`config.mk`:
```
export PLATFORM = sky130hd
export DESIGN_NAME = mem_align_unit_flat
export DESIGN_NICKNAME = d
export VERILOG_FILES = /design/src/rtl/mem_align_unit_pkg.sv /design/src/rtl/mem_align_unit_if.sv /design/src/rtl/mem_align_unit_lane.sv /design/src/rtl/mem_align_unit.sv /design/src/flat_wrapper.sv
export SDC_FILE = /design/constraint.sdc
export NUM_CORES = 1
export LEC_CHECK = 0
export BUFFER_PORTS_ARGS = -buffer_cell sky130_fd_sc_hd__clkbuf_2
export CELL_PAD_IN_SITES_DETAIL_PLACEMENT = 0
export CELL_PAD_IN_SITES_GLOBAL_PLACEMENT = 1
export CORE_UTILIZATION = 39
export CTS_CLUSTER_DIAMETER = 200
export DETAILED_ROUTE_END_ITERATION = 10
export PLACE_DENSITY_LB_ADDON = 0.1
export SLEW_MARGIN = 20
export SYNTH_ARGS = -nofsm -noshare
export SYNTH_HDL_FRONTEND = slang
export SYNTH_SLANG_ARGS = --single-unit
```
`constraint.sdc`:
```
create_clock -name clk -period 4.6 [get_ports clk]
set_clock_uncertainty 0.05 [all_clocks]
set_input_delay 0.92 -clock clk [delete_from_list [all_inputs] [get_ports clk]]
set_output_delay 0.92 -clock clk [all_outputs]
set_load 0.01 [all_outputs]
```
`src/rtl/mem_align_unit_pkg.sv`:
```
// mem_align_unit_pkg: shared width defaults, size/state encodings and
// lane helpers for the load/store alignment unit.
package mem_align_unit_pkg;

  localparam int unsigned AWIDTH_DEF = 10;
  localparam int unsigned DWIDTH     = 32;

  typedef enum logic [1:0] {
    SZ_B = 2'b00,
    SZ_H = 2'b01,
    SZ_W = 2'b10,
    SZ_X = 2'b11
  } size_e;

  typedef enum logic [1:0] {
    ST_IDLE,
    ST_ACC0,
    ST_ACC1,
    ST_FIN
  } state_e;

  // Right-justified byte mask for an access of the given size.
  function automatic logic [3:0] size_mask(input size_e sz);
    case (sz)
      SZ_B:    return 4'b0001;
      SZ_H:    return 4'b0011;
      default: return 4'b1111;
    endcase
  endfunction

  // True when off + n runs past the end of the word.
  function automatic logic is_split(input logic [1:0] off, input size_e sz);
    logic [2:0] n;
    case (sz)
      SZ_B:    n = 3'd1;
      SZ_H:    n = 3'd2;
      default: n = 3'd4;
    endcase
    return ({1'b0, off} + n) > 3'd4;
  endfunction

endpackage

```
`src/rtl/mem_align_unit_if.sv`:
```
// mem_align_unit_if: request/response handshake between MemoryAccess control
// (master) and the alignment unit (slave).
//   req_*  : byte-addressed request, transferred on req_valid && req_ready
//   rsp_*  : one-cycle completion pulse with load data / error flag
interface mem_align_unit_if #(
  parameter int unsigned AWIDTH = mem_align_unit_pkg::AWIDTH_DEF
) ();

  logic              req_valid;
  logic              req_ready;
  logic              req_we;
  logic [1:0]        req_size;
  logic              req_unsigned;
  logic [AWIDTH+1:0] req_addr;
  logic [31:0]       req_wdata;
  logic              rsp_valid;
  logic [31:0]       rsp_rdata;
  logic              rsp_err;

  modport master (
    output req_valid, req_we, req_size, req_unsigned, req_addr, req_wdata,
    input  req_ready, rsp_valid, rsp_rdata, rsp_err
  );

  modport slave (
    input  req_valid, req_we, req_size, req_unsigned, req_addr, req_wdata,
    output req_ready, rsp_valid, rsp_rdata, rsp_err
  );

endinterface

```
`src/rtl/mem_align_unit_lane.sv`:
```
// mem_lane_align: combinational lane steering shared by stores and loads.
//   off, size     : byte offset within word and access size
//   second        : 1 selects the lane mask of the second (W+1) access
//   st_data       : right-justified store data -> st_wdata (rotated), st_mask
//   ld_word0/1    : first word and low 3 bytes of the second word
//   ld_unsigned   : zero-extend when 1, sign-extend when 0 -> ld_data
module mem_lane_align
  import mem_align_unit_pkg::*;
(
  input  logic [1:0]  off,
  input  size_e       size,
  input  logic        second,
  input  logic [31:0] st_data,
  output logic [31:0] st_wdata,
  output logic [3:0]  st_mask,
  input  logic        ld_unsigned,
  input  logic [31:0] ld_word0,
  input  logic [23:0] ld_word1,
  output logic [31:0] ld_data
);

  logic [7:0]  mask8;
  logic [31:0] sel;
  logic        sfill;

  always_comb begin
    // Mask spanning two words; upper nibble belongs to the second access.
    mask8   = {4'b0000, size_mask(size)} << off;
    st_mask = second ? mask8[7:4] : mask8[3:0];

    case (off)
      2'd0:    st_wdata = st_data;
      2'd1:    st_wdata = {st_data[23:0], st_data[31:24]};
      2'd2:    st_wdata = {st_data[15:0], st_data[31:16]};
      default: st_wdata = {st_data[7:0],  st_data[31:8]};
    endcase

    case (off)
      2'd0:    sel = ld_word0;
      2'd1:    sel = {ld_word1[7:0],  ld_word0[31:8]};
      2'd2:    sel = {ld_word1[15:0], ld_word0[31:16]};
      default: sel = {ld_word1[23:0], ld_word0[31:24]};
    endcase

    sfill = 1'b0;
    case (size)
      SZ_B: begin
        sfill   = ~ld_unsigned & sel[7];
        ld_data = {{24{sfill}}, sel[7:0]};
      end
      SZ_H: begin
        sfill   = ~ld_unsigned & sel[15];
        ld_data = {{16{sfill}}, sel[15:0]};
      end
      default: ld_data = sel;
    endcase
  end

endmodule

```
`src/rtl/mem_align_unit.sv`:
```
// mem_align_unit: byte/half/word alignment between MemoryAccess control and a
// byte-write-enable RAM with 1-cycle registered read.
//   clk, rst   : clock, asynchronous active-high reset
//   bus        : request/response handshake (slave side)
//   ram_addr   : word address, held when idle
//   ram_we     : per-byte write enable
//   ram_wdata  : lane-aligned write data
//   ram_rdata  : read data, one cycle after ram_addr
module mem_align_unit
  import mem_align_unit_pkg::*;
#(
  parameter int unsigned AWIDTH = AWIDTH_DEF
) (
  input  logic              clk,
  input  logic              rst,
  mem_align_unit_if.slave   bus,
  output logic [AWIDTH-1:0] ram_addr,
  output logic [3:0]        ram_we,
  output logic [DWIDTH-1:0] ram_wdata,
  input  logic [DWIDTH-1:0] ram_rdata
);

  state_e            state_q, state_d;
  logic              we_q, we_d;
  size_e             size_q, size_d;
  logic              uns_q, uns_d;
  logic [AWIDTH+1:0] addr_q, addr_d;
  logic [31:0]       wdata_q, wdata_d;
  logic [31:0]       lo_buf_q, lo_buf_d;
  logic [AWIDTH-1:0] ram_addr_q, ram_addr_d;
  logic              rsp_valid_q, rsp_valid_d;
  logic              rsp_err_q, rsp_err_d;
  logic [31:0]       rsp_rdata_q, rsp_rdata_d;

  logic [AWIDTH-1:0] word_w;
  logic [1:0]        off;
  logic              split;
  logic              acc_second;
  logic [31:0]       st_wdata;
  logic [3:0]        st_mask;
  logic [31:0]       ld_word0;
  logic [31:0]       ld_data;

  assign word_w   = addr_q[AWIDTH+1:2];
  assign off      = addr_q[1:0];
  assign split    = is_split(off, size_q);
  assign ld_word0 = split ? lo_buf_q : ram_rdata;

  mem_lane_align u_lane (
    .off         (off),
    .size        (size_q),
    .second      (acc_second),
    .st_data     (wdata_q),
    .st_wdata    (st_wdata),
    .st_mask     (st_mask),
    .ld_unsigned (uns_q),
    .ld_word0    (ld_word0),
    .ld_word1    (ram_rdata[23:0]),
    .ld_data     (ld_data)
  );

  assign bus.req_ready = (state_q == ST_IDLE);
  assign bus.rsp_valid = rsp_valid_q;
  assign bus.rsp_err   = rsp_err_q;
  assign bus.rsp_rdata = rsp_rdata_q;

  always_comb begin
    state_d     = state_q;
    we_d        = we_q;
    size_d      = size_q;
    uns_d       = uns_q;
    addr_d      = addr_q;
    wdata_d     = wdata_q;
    lo_buf_d    = lo_buf_q;
    ram_addr_d  = ram_addr_q;
    rsp_valid_d = 1'b0;
    rsp_err_d   = 1'b0;
    rsp_rdata_d = rsp_rdata_q;
    acc_second  = 1'b0;
    ram_we      = '0;
    ram_wdata   = '0;

    case (state_q)
      ST_IDLE: begin
        if (bus.req_valid) begin
          we_d    = bus.req_we;
          size_d  = size_e'(bus.req_size);
          uns_d   = bus.req_unsigned;
          addr_d  = bus.req_addr;
          wdata_d = bus.req_wdata;
          if (size_e'(bus.req_size) == SZ_X) begin
            rsp_valid_d = 1'b1;
            rsp_err_d   = 1'b1;
            rsp_rdata_d = '0;
          end else begin
            state_d = ST_ACC0;
          end
        end
      end

      ST_ACC0: begin
        ram_addr_d = word_w;
        if (we_q) begin
          ram_we    = st_mask;
          ram_wdata = st_wdata;
        end
        if (split) begin
          state_d = ST_ACC1;
        end else if (we_q) begin
          state_d     = ST_IDLE;
          rsp_valid_d = 1'b1;
          rsp_rdata_d = '0;
        end else begin
          state_d = ST_FIN;
        end
      end

      ST_ACC1: begin
        acc_second = 1'b1;
        ram_addr_d = word_w + AWIDTH'(1);
        if (we_q) begin
          ram_we      = st_mask;
          ram_wdata   = st_wdata;
          state_d     = ST_IDLE;
          rsp_valid_d = 1'b1;
          rsp_rdata_d = '0;
        end else begin
          // Word W arrives now; word W+1 arrives in FIN.
          lo_buf_d = ram_rdata;
          state_d  = ST_FIN;
        end
      end

      default: begin
        rsp_valid_d = 1'b1;
        rsp_rdata_d = ld_data;
        state_d     = ST_IDLE;
      end
    endcase

    ram_addr = ram_addr_d;
  end

  always_ff @(posedge clk or posedge rst) begin
    if (rst) begin
      state_q     <= ST_IDLE;
      we_q        <= 1'b0;
      size_q      <= SZ_B;
      uns_q       <= 1'b0;
      addr_q      <= '0;
      wdata_q     <= '0;
      lo_buf_q    <= '0;
      ram_addr_q  <= '0;
      rsp_valid_q <= 1'b0;
      rsp_err_q   <= 1'b0;
      rsp_rdata_q <= '0;
    end else begin
      state_q     <= state_d;
      we_q        <= we_d;
      size_q      <= size_d;
      uns_q       <= uns_d;
      addr_q      <= addr_d;
      wdata_q     <= wdata_d;
      lo_buf_q    <= lo_buf_d;
      ram_addr_q  <= ram_addr_d;
      rsp_valid_q <= rsp_valid_d;
      rsp_err_q   <= rsp_err_d;
      rsp_rdata_q <= rsp_rdata_d;
    end
  end

endmodule

```
`src/flat_wrapper.sv`:
```
// flat-port wrapper written by rule: the top's interface ports become plain ports
module mem_align_unit_flat import mem_align_unit_pkg::*;
#(
  parameter int unsigned AWIDTH = AWIDTH_DEF
)
  (clk, rst, ram_addr, ram_we, ram_wdata, ram_rdata, bus_req_valid, bus_req_we, bus_req_size, bus_req_unsigned, bus_req_addr, bus_req_wdata, bus_req_ready, bus_rsp_valid, bus_rsp_rdata, bus_rsp_err);
  mem_align_unit_if #(.AWIDTH(AWIDTH)) bus_i ();
  input  logic clk;
  input  logic rst;
  output logic [AWIDTH-1:0] ram_addr;
  output logic [3:0] ram_we;
  output logic [DWIDTH-1:0] ram_wdata;
  input  logic [DWIDTH-1:0] ram_rdata;
  input wire logic [$bits(bus_i.req_valid)-1:0] bus_req_valid;
  input wire logic [$bits(bus_i.req_we)-1:0] bus_req_we;
  input wire logic [$bits(bus_i.req_size)-1:0] bus_req_size;
  input wire logic [$bits(bus_i.req_unsigned)-1:0] bus_req_unsigned;
  input wire logic [$bits(bus_i.req_addr)-1:0] bus_req_addr;
  input wire logic [$bits(bus_i.req_wdata)-1:0] bus_req_wdata;
  output wire logic [$bits(bus_i.req_ready)-1:0] bus_req_ready;
  output wire logic [$bits(bus_i.rsp_valid)-1:0] bus_rsp_valid;
  output wire logic [$bits(bus_i.rsp_rdata)-1:0] bus_rsp_rdata;
  output wire logic [$bits(bus_i.rsp_err)-1:0] bus_rsp_err;
  assign bus_i.req_valid = bus_req_valid;
  assign bus_i.req_we = bus_req_we;
  assign bus_i.req_size = bus_req_size;
  assign bus_i.req_unsigned = bus_req_unsigned;
  assign bus_i.req_addr = bus_req_addr;
  assign bus_i.req_wdata = bus_req_wdata;
  assign bus_req_ready = bus_i.req_ready;
  assign bus_rsp_valid = bus_i.rsp_valid;
  assign bus_rsp_rdata = bus_i.rsp_rdata;
  assign bus_rsp_err = bus_i.rsp_err;
  mem_align_unit #(.AWIDTH(AWIDTH)) u_core (.clk(clk), .rst(rst), .bus(bus_i), .ram_addr(ram_addr), .ram_we(ram_we), .ram_wdata(ram_wdata), .ram_rdata(ram_rdata));
endmodule
```
# Word level (Yosys, flattened, before mapping)
# Cells that the tools add are included.
[op_classes]
shift = 1
mux = 29
magnitude_cmp = 1
bitwise = 4
div_mod_pow = 0
n_eq_ne = 10
n_addsub = 2
mul = 0
n_reduce_logical = 8
[op_table]
columns = ["cell", "n"]
rows = [
  ["$pmux W32 S3", 3],
  ["$mux W32", 7],
  ["$pmux W32 S2", 1],
  ["$pmux W10 S2", 1],
  ["$mux W4", 3],
  ["$add A10 B1 Y10 const B", 1],
  ["$mux W2", 4],
  ["$pmux W4 S2", 1],
  ["$shl A4 B2 Y8", 1],
  ["$eq A2 B1 Y1 const B", 3],
  ["$eq A2 B2 Y1 const B", 3],
  ["$logic_not A2 Y1", 3],
  ["$mux W1", 6],
  ["$ne A2 B2 Y1 const B", 3],
  ["$pmux W2 S3", 1],
  ["$pmux W3 S2", 1],
  ["$reduce_and A2 Y1", 3],
  ["$add A2 B3 Y3", 1],
  ["$gt A3 B3 Y1 const B", 1],
  ["$pmux W1 S3", 1],
  ["$reduce_and A3 Y1", 1],
  ["$and A1 B1 Y1", 2],
  ["$ne A2 B1 Y1 const B", 1],
  ["$not A1 Y1", 2],
  ["$reduce_or A2 Y1", 1],
]
[word_totals]
reg_bits = 126
latch_bits = 0
n_memories = 0
out_inout_bits = 81
inputBits = 83
rom_bits = 0
wordCells = 66
ram_bits = 0

# Depth between registers and ports, before layout
[logic_depth]
depth_word = 9
depth_mapped = 12
depth_no_buf = 9

# Hierarchy
# A second synthesis with hierarchy kept.
[hier_totals]
cells_unflattened = 678
hier_area_um2 = 7838.8
[modules_own_cells]
columns = ["module", "area_per_inst_um2", "instances", "cells_each"]
rows = [
  ["mem_align_unit", 5928.2, 1, 492],
  ["mem_lane_align", 1910.6, 1, 186],
]

# Worst setup path after synthesis
# OpenSTA, ideal clock, no wires.
[synth_timing]
path_kind = "register to register"
from = "register u_core.addr_q[1]"
to = "register u_core.rsp_rdata_q[1], in the netlist u_core.bus.rsp_rdata[1]"
synth_period_minus_slack_ns = 3.191
n_path_buf = 5
slack_ns = 1.409
setup_time_ns = 0.122
path_stages_with_launch = 13
arrival_time_ns = 3.019
cell_sequence = "dfrtp_1 buf_2 buf_2 clkinv_1 clkbuf_1 fa_1 and2_1 clkbuf_1 nor2_1 buf_2 a311oi_1 o22ai_1 a32o_1"
[synth_between]
elab_chain_cells = 6
[synth_lines]
columns = ["item", "line", "rtl"]
rows = [
  ["start: declaration", "mem_align_unit.sv:27", "logic [AWIDTH+1:0] addr_q, addr_d;"],
  ["start signal: assignment", "mem_align_unit.sv:162", "addr_q <= addr_d;"],
  ["$add A2 B3 Y3", "mem_align_unit_pkg.sv:39", "return ({1'b0, off} + n) > 3'd4;"],
  ["$gt A3 B3 Y1", "mem_align_unit_pkg.sv:39", ""],
  ["$mux W32", "mem_align_unit.sv:47", "assign ld_word0 = split ? lo_buf_q : ram_rdata;"],
  ["$pmux W32 S3", "mem_align_unit_lane.sv:38", "case (off)"],
  ["$pmux W32 S2", "mem_align_unit_lane.sv:46", "case (size)"],
  ["$pmux W32 S3", "mem_align_unit.sv:83", "case (state_q)"],
  ["end signal: assignment", "mem_align_unit.sv:168", "rsp_rdata_q <= rsp_rdata_d;"],
  ["end: declaration", "mem_align_unit.sv:33", "logic [31:0] rsp_rdata_q, rsp_rdata_d;"],
]
# Several ways; a longest one is shown, not always the timed one.
# A chain may end at the register's enable or synchronous reset.

# Final worst setup path
[layout_timing]
from = "register u_core.addr_q[1]"
to = "register u_core.rsp_rdata_q[28], in the netlist u_core.bus.rsp_rdata[28]"
[layout_between]
elab_chain_cells = 7
[layout_lines]
columns = ["item", "line"]
rows = [
  ["$add A2 B3 Y3", "mem_align_unit_pkg.sv:39"],
  ["$gt A3 B3 Y1", "mem_align_unit_pkg.sv:39"],
  ["$mux W32", "mem_align_unit.sv:47"],
  ["$pmux W32 S3", "mem_align_unit_lane.sv:38"],
  ["$and A1 B1 Y1 (on tied branches)", "mem_align_unit_lane.sv:52, mem_align_unit_lane.sv:48"],
  ["$pmux W32 S2", "mem_align_unit_lane.sv:46"],
  ["$pmux W32 S3", "mem_align_unit.sv:83"],
]
# Several ways; a longest one is shown, not always the timed one.

==> key figures <==
Run status
  • Result of the run: finished, final reports clean

Final layout
  • Share of final-layout standard cells stronger than drive strength 1: between 40 and 50%
  • Area added between synthesis and finish: 22.36%
  • Number of non-filler instances in the completed layout: ~1100
  • Post-route core utilization: approximately half
  • Antenna diodes: 0
  • Count of nets after finishing: between 900 and 1000

Timing
  • Final min period: slightly above 4 ns
  • Sum of negative setup slack: 0 ns
  • Number of endpoints failing setup at the final stage: 0
  • Worst rel slew slack: 34.45%
  • Transition time at the pin with the least slew margin: just under 1 ns
  • Max Clock Freq: between 0.2 and 0.25 GHz
  • Max Slew Vio Count: 0
  • Final number of hold-violating endpoints: 0
  • Period utilization: approximately 88%
  • Final setup slack of the worst path: 0.5581 ns
  • Unrepaired setup endpoints after global routing: false

Critical path
  • Max FO, Critical Path: 44
  • Category of the worst setup path launch point: flop
  • WP data arrival: about 4.2 ns
  • Required @ worst endpoint: 4.79 ns
  • Setup Crit Path Kind: flop to flop
  • Category of the worst setup path capture point: flop

Die
  • Die width: ~140 um
  • Total Die Area: 20100 um^2
  • I/O pin total: 164
  • Std cell rows: 50
  • DIE HEIGHT: ~140 um
  • Starting utilization of the core area: 40.20%
  • Area of the core: approximately 19000 um^2

Clock tree
  • Clk root buf: clkbuf_16
  • Total clock buffers created by CTS: 17
  • Post-cts resize count: 0
  • TritonCTS clock tree: built
  • Clk sinks: about 130
  • Clock transition at the register clock pins on the worst setup and hold paths after CTS: around 0.06 ns
  • Worst-skew pair later-pin latency: about 0.43 ns
  • CTS H-tree lvls: 4
  • Buffers from clock root to sink, at most: 2
  • Number of hold buffers added after cts: 0
  • Count of buffers added by post-CTS timing repair for setup: 0

GRT
  • Number of global-route vias before repair: around 6400
  • Maximum number of pins on one net before global-route repair: 81
  • Overflow left after global routing: 0
  • GRT Overall Usage: between 20 and 25%
  • Wire length of the first global-routing pass: 37450 um
  • Initial antenna violation count: 0

Synth
  • Synth area leaders: dfrtp_1 41%, mux2_2 12%, mux4_2 9.5%, nor2b_1 2.6%, a211oi_1 2.6%
  • Fraction of post-synthesis cell area in the top cell type by area: about two fifths
  • Synthesis Warnings: 0
  • Netlist area before placement: between 7000 and 8000 um^2
  • Commonest cells post-synth: 126 x dfrtp_1, 82 x mux2_2, 45 x nand2_1, 44 x nor2_1, 33 x clkbuf_1
  • Post-synth ARST share: 100.0%
  • Number of nets in the synthesized netlist: slightly below 800
  • Mean instance size in the synthesized netlist: 10.90 um^2
  • Number of enable-type register cells in the synthesized netlist: 0
  • Most common cell in the netlist: dfrtp_1
  • Prevailing post-synth register cell: dfrtp_1
  • Syn Inst Count: between 600 and 700
  • Number of flip-flops and latches in the synthesized netlist: 126
  • Synth cell types: 54
  • Proportion of synthesized chip area in sequential cells: between 40 and 50%
  • Synth area leader: dfrtp_1

Power
  • Pwr/cell area: approximately 900 nW/um^2
  • Total power consumption of the routed design: around 8500 uW
  • Leak Pwr: 0.004087 uW
  • Sw Share: about 45%
  • Net Sw Power: between 3000 and 4000 uW
  • Portion of total power attributed to sequential cells: 25.2%
  • Clk pwr share: 17.4%
  • Max IR drop VDD: 372.8 uV
  • Internal power contribution: 4722 uW
  • Share of total power in combinational logic: 57.4%

Routing
  • Router iterations before antenna repair: 7
  • Vias after detailed routing: approximately 6600
  • Number of design-rule violations left by the first detailed-router iteration: between 500 and 600
  • Routed Antenna Nets: 0
  • Mean routed wirelength per cell: 21.20 um
  • Final routed DRC violation total: 0
  • Detailed Route WL: between 20000 and 25000 um
  • Average vias per placed instance: about 6

Place
  • Routability Congestion: 0.8868
  • Post-placement setup slack: about 0.60 ns
  • DP HPWL: 16820 um
  • Placed insts: roughly 1100
  • Number of I/O port buffers: approximately 160

Min path
  • Hold/Removal Path Class: flop to flop

Job
  • Max-capacitance violation count: 0
-- cell families (layout without fill, tap and decap cells) --
logic type,count (synthesis),count (layout),synth area share (%)
flops,126,126,41.37
compound gates,176,176,17.03
buf+inv,69,222,3.727
fa+ha+maj,8,8,1.412
xor+xnor,8,8,1.018
simple gates,182,182,11.77
mux,130,130,23.67
-- through the flow --
stage,hold slack (ns),area (um^2)
3_5_place_dp,0.4346,8685
4_1_cts,0.4463,9323
3_3_place_gp,0.4289,8680
6_report,0.4472,9325
5_1_grt,0.4733,9325
2_1_floorplan,0.4206,7621
-- metal layers --
layer	routed length (um)	vias to the layer above	share of wire, %	track usage (%)
li1	-	2971	-	-
met1	10890	3310	46	36.71
met2	10450	283	44	35.13
met3	1970	23	8.4	6.412
met4	253	0	1.1	6.112
met5	0	-	0	0
-- power by group through the flow --
stage	registers [uW]	clock network (uW)	logic [uW]
floorplan	1980	0	3530
global placement	2110	0	4820
detailed placement	2150	0	4870
CTS	2140	1510	4900
global route	2230	1570	5330
finish	2150	1490	4900
-- layout by cell type, fill, tap and decap left out, types with 9 or more instances in the layout --
| master | instances |
|---|---|
| nor2b_1 | 32 |
| clkbuf_2 | 163 |
| a21oi_1 | 26 |
| nor3_1 | 12 |
| and3_1 | 9 |
| buf_4 | 18 |
| nor2_1 | 44 |
| nand2_1 | 43 |
| dfrtp_1 | 124 |
| o21ai_2 | 10 |
| mux2i_1 | 16 |
| o22ai_1 | 9 |
| a31oi_1 | 10 |
| a211oi_1 | 26 |
| o31ai_1 | 24 |
| nand3_1 | 12 |
| o21ai_0 | 10 |
| nor4_1 | 17 |
| mux4_2 | 32 |
| mux2_2 | 82 |
| a32oi_1 | 17 |
| clkbuf_16 | 17 |
-- final cells by class --
cell class              instances  area [um^2]
well taps                     260        325.3
flip-flops and latches        126         3158
inverters                       9        38.79
fillers                      1746         9630
clock inverters                10        187.7
multi-input cells             504         4194
clock buffers                  21        450.4
repair buffers                182        970.9
-- critical path: stages (launching register included) --
cell and delay, ns:
dfrtp_4 0.75, clkinv_1 0.13, buf_4 0.25, fa_1 0.59, nand2_1 0.40, a222oi_1 0.42
o22ai_1 0.18, a22oi_2 0.82, o21ai_0 0.27
-- registers in the layout, indices dropped and copies added, names as in the netlist --
register	flops
u_core.bus.rsp_rdata	32
u_core.lo_buf_q	32
u_core.wdata_q	32
u_core.addr_q	12
u_core.ram_addr_q	10
u_core.size_q	2
u_core.state_q	2
u_core.bus.rsp_err	1
u_core.bus.rsp_valid	1
u_core.uns_q	1
u_core.we_q	1
-- path summary, 6_finish.rpt --
check | endpoint | cells past startpoint | slack [ns] | startpoint
max | u_core.bus.rsp_rdata[28] | 8 | 0.56 | u_core.addr_q[1]
min | u_core.bus.rsp_rdata[2] | 1 | 0.45 | u_core.bus.rsp_rdata[2]
max reg2reg | u_core.bus.rsp_rdata[28] | 8 | 0.56 | u_core.addr_q[1]
min reg2reg | u_core.bus.rsp_rdata[2] | 1 | 0.45 | u_core.bus.rsp_rdata[2]
max in group asynchronous | u_core.wdata_q[7] | 3 | 3.16 | rst
min in group asynchronous | u_core.wdata_q[3] | 2 | 0.57 | rst
Power figures use the tool's default switching activity.
